===== config.mk =====
export PLATFORM = sky130hd
export DESIGN_NAME = pwm_ramp_ctrl
export DESIGN_NICKNAME = d
export VERILOG_FILES = /design/src/rtl/pwm_ramp_ctrl_pkg.sv /design/src/rtl/pwm_ramp_ctrl_pwm.sv /design/src/rtl/pwm_ramp_ctrl.sv
export SDC_FILE = /design/constraint.sdc
export NUM_CORES = 1
export LEC_CHECK = 0
export BUFFER_PORTS_ARGS = -buffer_cell sky130_fd_sc_hd__clkbuf_2
export CORE_ASPECT_RATIO = 0.5
export CORE_MARGIN = 3
export CORE_UTILIZATION = 25
export DETAILED_ROUTE_END_ITERATION = 8
export RECOVER_POWER = 25
export REMOVE_ABC_BUFFERS = 1
export SLEW_MARGIN = 0
export SYNTH_ARGS = -nofsm -noshare
export SYNTH_HDL_FRONTEND = slang
export SYNTH_SLANG_ARGS = --single-unit

===== constraint.sdc =====
create_clock -name clk -period 3.83 [get_ports clk]
set_input_delay 0.1915 -clock clk [delete_from_list [all_inputs] [get_ports clk]]
set_output_delay 0.1915 -clock clk [all_outputs]
set_load 0.05 [all_outputs]

===== src/rtl/pwm_ramp_ctrl_pkg.sv =====
// Shared types and constants for the PWM duty ramp controller.
package pwm_ramp_ctrl_pkg;

    localparam int DUTY_W_DEF = 10;

    function automatic int period_max(input int w);
        return (1 << w) - 1;
    endfunction

    localparam int PERIOD_MAX = period_max(DUTY_W_DEF);  // 1023

    typedef enum logic {
        IDLE = 1'b0,
        RAMP = 1'b1
    } state_e;

endpackage


===== src/rtl/pwm_ramp_ctrl_pwm.sv =====
// PWM generator: high from period count 0 through count == duty, so duty+1 high clocks per period.
module pwm
    import pwm_ramp_ctrl_pkg::*;
#(
    parameter int W = DUTY_W_DEF
) (
    input  logic         clk,
    input  logic         rst_n,
    input  logic [W-1:0] duty,
    output logic         pwm_out
);

    localparam logic [W-1:0] CNT_MAX = W'(period_max(W));

    logic [W-1:0] cnt;

    // Rise has priority so duty == CNT_MAX yields a permanently high output.
    always_ff @(posedge clk or negedge rst_n) begin
        if (!rst_n) begin
            cnt     <= '0;
            pwm_out <= 1'b1;
        end else begin
            cnt <= (cnt == CNT_MAX) ? '0 : cnt + 1'b1;
            if (cnt == CNT_MAX)
                pwm_out <= 1'b1;
            else if (cnt == duty)
                pwm_out <= 1'b0;
        end
    end

endmodule


===== src/rtl/pwm_ramp_ctrl.sv =====
// Ramps the applied PWM duty toward an accepted target by STEP once per period.
// Optional brake input enabled by defining PWM_RAMP_BRAKE_EN.
module pwm_ramp_ctrl
    import pwm_ramp_ctrl_pkg::*;
#(
    parameter int STEP   = 8,
    parameter int DUTY_W = DUTY_W_DEF
) (
    input  logic              clk,
    input  logic              rst_n,
    input  logic [DUTY_W-1:0] tgt_duty,
    input  logic              tgt_vld,
`ifdef PWM_RAMP_BRAKE_EN
    input  logic              brake,
`endif
    output logic              tgt_rdy,
    output logic [DUTY_W-1:0] cur_duty,
    output logic              ramp_done,
    output logic              PWM_sig
);

    localparam logic [DUTY_W-1:0] CNT_MAX = DUTY_W'(period_max(DUTY_W));
    localparam logic [DUTY_W:0]   STEP_X  = (DUTY_W+1)'(STEP);

    logic [DUTY_W-1:0] cnt;
    logic              tick;
    state_e            state_q, state_d;
    logic [DUTY_W-1:0] tgt_q, tgt_d, cur_d;
    logic              done_d;
    logic [DUTY_W:0]   diff, mag;
    logic              up;

    assign tick = (cnt == CNT_MAX);

    always_ff @(posedge clk or negedge rst_n) begin
        if (!rst_n) cnt <= '0;
        else        cnt <= tick ? '0 : cnt + 1'b1;
    end

`ifdef PWM_RAMP_BRAKE_EN
    logic brake_q;

    always_ff @(posedge clk or negedge rst_n) begin
        if (!rst_n) brake_q <= 1'b0;
        else        brake_q <= brake;
    end

    // Ready stays low for one extra cycle after brake releases.
    assign tgt_rdy = (state_q == IDLE) && !brake && !brake_q;
`else
    assign tgt_rdy = (state_q == IDLE);
`endif

    // Extended-width difference keeps the sign, so stepping never wraps.
    assign diff = {1'b0, tgt_q} - {1'b0, cur_duty};
    assign up   = !diff[DUTY_W];
    assign mag  = up ? diff : (~diff + 1'b1);

    always_comb begin
        state_d = state_q;
        tgt_d   = tgt_q;
        cur_d   = cur_duty;
        done_d  = 1'b0;
        case (state_q)
            IDLE: begin
                if (tgt_vld && tgt_rdy) begin
                    tgt_d   = tgt_duty;
                    state_d = RAMP;
                end
            end
            RAMP: begin
                if (tick) begin
                    if (mag <= STEP_X) begin
                        cur_d   = tgt_q;
                        done_d  = 1'b1;
                        state_d = IDLE;
                    end else begin
                        cur_d = up ? cur_duty + DUTY_W'(STEP) : cur_duty - DUTY_W'(STEP);
                    end
                end
            end
            default: state_d = IDLE;
        endcase
`ifdef PWM_RAMP_BRAKE_EN
        if (brake) begin
            cur_d   = '0;
            done_d  = 1'b0;
            state_d = IDLE;
        end
`endif
    end

    always_ff @(posedge clk or negedge rst_n) begin
        if (!rst_n) begin
            state_q   <= IDLE;
            tgt_q     <= '0;
            cur_duty  <= '0;
            ramp_done <= 1'b0;
        end else begin
            state_q   <= state_d;
            tgt_q     <= tgt_d;
            cur_duty  <= cur_d;
            ramp_done <= done_d;
        end
    end

    pwm #(.W(DUTY_W)) u_pwm (
        .clk    (clk),
        .rst_n  (rst_n),
        .duty   (cur_duty),
        .pwm_out(PWM_sig)
    );

endmodule

==> metrics <==
Fill cells 1112; antenna violations before repair 0; Final #Nets 352; minimum clock period 3650 ps; RSZ-0062 raised after global routing false; DR vias/cell 4.73; Post-synth EDFFs 0; DRC violations left 0; synthesized area 2820 µm²; Pwr Density 373 nW/µm²; Synth area leaders dfrtp_1 (37%), ha_1 (8.0%), xnor2_1 (7.1%), xor2_1 (3.7%), mux2_2 (3.6%); Final Total Pwr 1.24 mW; Die Span Y 81.1 µm; Worst Slack Setup Final 179 ps; Initial DRT Pass Iterations 4; DP Worst Slack 132 ps; CP Data Arrival Time 3820 ps; crit path launch type flop; Worst Clk Skew 6.26 ps; Max Cap Viol 1; Reg2Reg Depth 14; crit path kind reg -> reg; htree depth 2; Yosys reg bits 43; ys flop type dfrtp_1; Tcrit/Tclk final 0.953; Min-Delay Path Depth 3; # IOs 26; GPL Wtd Cong 0.821; core area 10600 µm²; HP Class in -> reg; Initial Util 0.266; clk sinks 43; setup violators final 0; Routed Antenna Nets 0; VDD IR-drop max 175 µV; # rows 26; clock root cell clkbuf_16; status finished with violations; via count 2178; leakage 1.42 nW; Mean Syn Cell Area 9.90 µm²; vias in the first global route 2100; final hold vios 0; failing checks max-capacitance violations, max-slew violations; largest net degree at the start of global routing 44; per-cell routed wire length 13.7 µm; CTS max path bufs 2; setup TNS 0 ps; chip width 156 µm; Synth top area share 0.373; Req. time, crit path 4000 ps; Slew Viols, Final 44; share of cells above drive strength 1 0.188; gr usage total 0.102; GRT Residual Overflow 0; Post-Synthesis Cells 285; YS warnings 0; clock buffer count from CTS 5; slew margin rel. -0.552; Clock Latency Late Sink 290 ps; Area growth syn-to-layout 17.4%; first-pass GRT wire length 10500 µm; Distinct cells, synth 55; Yosys top cell by area dfrtp_1; final WL 6300 µm; 1st-iter DRT viols 123; Seq/Total Area, Yosys 0.382; HPWL after detailed placement 4840 µm; Post-synth ARST share 1.00; largest fanout on the critical path 10; Diodes inserted 0; CTS tree yes; CP Capture Type flop; DIE AREA 12700 µm²; IO buf count 25; worst slew pin tran 2330 ps; Hold Worst Slack 132 ps; CTS clock-pin slew for the worst setup and hold paths 60 ps; Max Freq 274 MHz
[routing by layer]
layer / GRT usage / part of all wire / up-vias
met5: 0 / 0 / -
met4: 0.0210 / 0.0076 / 0
met3: 0.0197 / 0.020 / 6
met2: 0.165 / 0.45 / 25
met1: 0.143 / 0.52 / 1052
li1: - / - / 1095
[cells in the final DEF (no fill, tap or decap), drive strengths merged, types with 2 or more instances in the layout]
master / instances
o31ai: 5
fa: 2
dfrtp: 42
o41ai: 2
nor3: 5
nand3: 11
buf: 11
o21bai: 5
o21ai: 8
xnor2: 24
a21oi: 12
a21o: 3
o22ai: 2
and2: 3
or4b: 4
o31a: 2
mux2: 13
nor2b: 5
or3: 2
inv: 18
o211ai: 2
nand2b: 2
nor2: 24
clkbuf: 31
and3: 5
nand2: 14
xor2: 12
ha: 18
a31oi: 6
nand4: 6
[synthesized netlist by cell type, types with 4 or more instances]
cell and count:
nor2_1 24, mux2_2 9, o21ai_0 8, clkbuf_1 6, dfrtp_1 42, ha_1 18, inv_1 18, a21oi_1 12
o21bai_1 5, xor2_1 12, nor3_1 5, or4b_1 4, nand4_1 6, xnor2_1 23, nor2b_1 4, o31ai_1 5
and3_1 5, nand2_1 14, a31oi_1 6, nand3_1 11
[critical path, cell delays in order (launching register included)]
cell and delay (ps):
dfrtp_1 370, inv_1 70, ha_1 170, inv_1 60, fa_1 470, inv_1 90
ha_1 200, nand3_1 110, mux2_4 320, a311oi_2 260, mux2i_1 130, o41a_4 500
nor4_4 280, buf_4 180, mux2_1 320
[flip-flops by register name (all words and copies together) (netlist names)]
register       flops
cnt               10
cur_duty          10
ramp_done          1
state_q            1
tgt_q             10
u_pwm.cnt         10
u_pwm.pwm_out      1
[layout make-up]
type	count	area (µm²)	area share
clock inverter	2	12.5	0.00378
sequential	43	1080	0.325
inverter	18	67.6	0.0204
timing repair buffer	36	206	0.0624
tap	140	175	0.0529
clock buffer	6	129	0.0389
multi-input combinational	215	1640	0.496
[per-stage QoR]
stage | std cells | utilization | cell area [µm²]
2_1_floorplan | 276 | - | 2770
3_3_place_gp | 451 | 0.297 | 3150
3_5_place_dp | 451 | 0.297 | 3150
4_1_cts | 459 | 0.310 | 3290
5_1_grt | 460 | 0.312 | 3310
6_report | 460 | 0.312 | 3310
[what timing repair did]
item,in CTS,in global routing
setup endpoints to repair,0,8
hold endpoints to repair,0,0
hold buffers,0,0
resized for setup,0,3
setup buffers,0,1
[path summary, 6_finish.rpt]
check	from	end	slack, ps
hold / removal	tgt_duty[0]	tgt_q[0]$_DFFE_PN0P_	130
setup reg to reg	tgt_q[0]$_DFFE_PN0P_	cur_duty[0]$_DFFE_PN0P_	180
setup / recovery	tgt_q[0]$_DFFE_PN0P_	cur_duty[0]$_DFFE_PN0P_	180
max in group asynchronous	rst_n	cnt[8]$_DFF_PN0_	1900
hold reg to reg	cnt[4]$_DFF_PN0_	cnt[4]$_DFF_PN0_	470
min in group asynchronous	rst_n	u_pwm.cnt[9]$_DFF_PN0_	600
[cells by family after synthesis]
kind of cell | Yosys count | share of synthesized area
buffers and inverters | 27 | 0.0413
xor gates and xnor gates | 36 | 0.114
adders and majority gates | 20 | 0.0941
and+or+nand+nor | 86 | 0.163
AOI/OAI and AO/OA | 59 | 0.148
muxes | 14 | 0.0568
DFF | 43 | 0.382
[power by group]
| part | switching, mW | internal (mW) | total [mW] | leakage, nW |
|---|---|---|---|---|
| clock | 0.184 | 0.241 | 0.425 | 0.0669 |
| sequential | 0.0127 | 0.467 | 0.479 | 0.547 |
| combinational | 0.193 | 0.139 | 0.332 | 0.811 |
No activity file was read; power rests on OpenSTA's default activity.
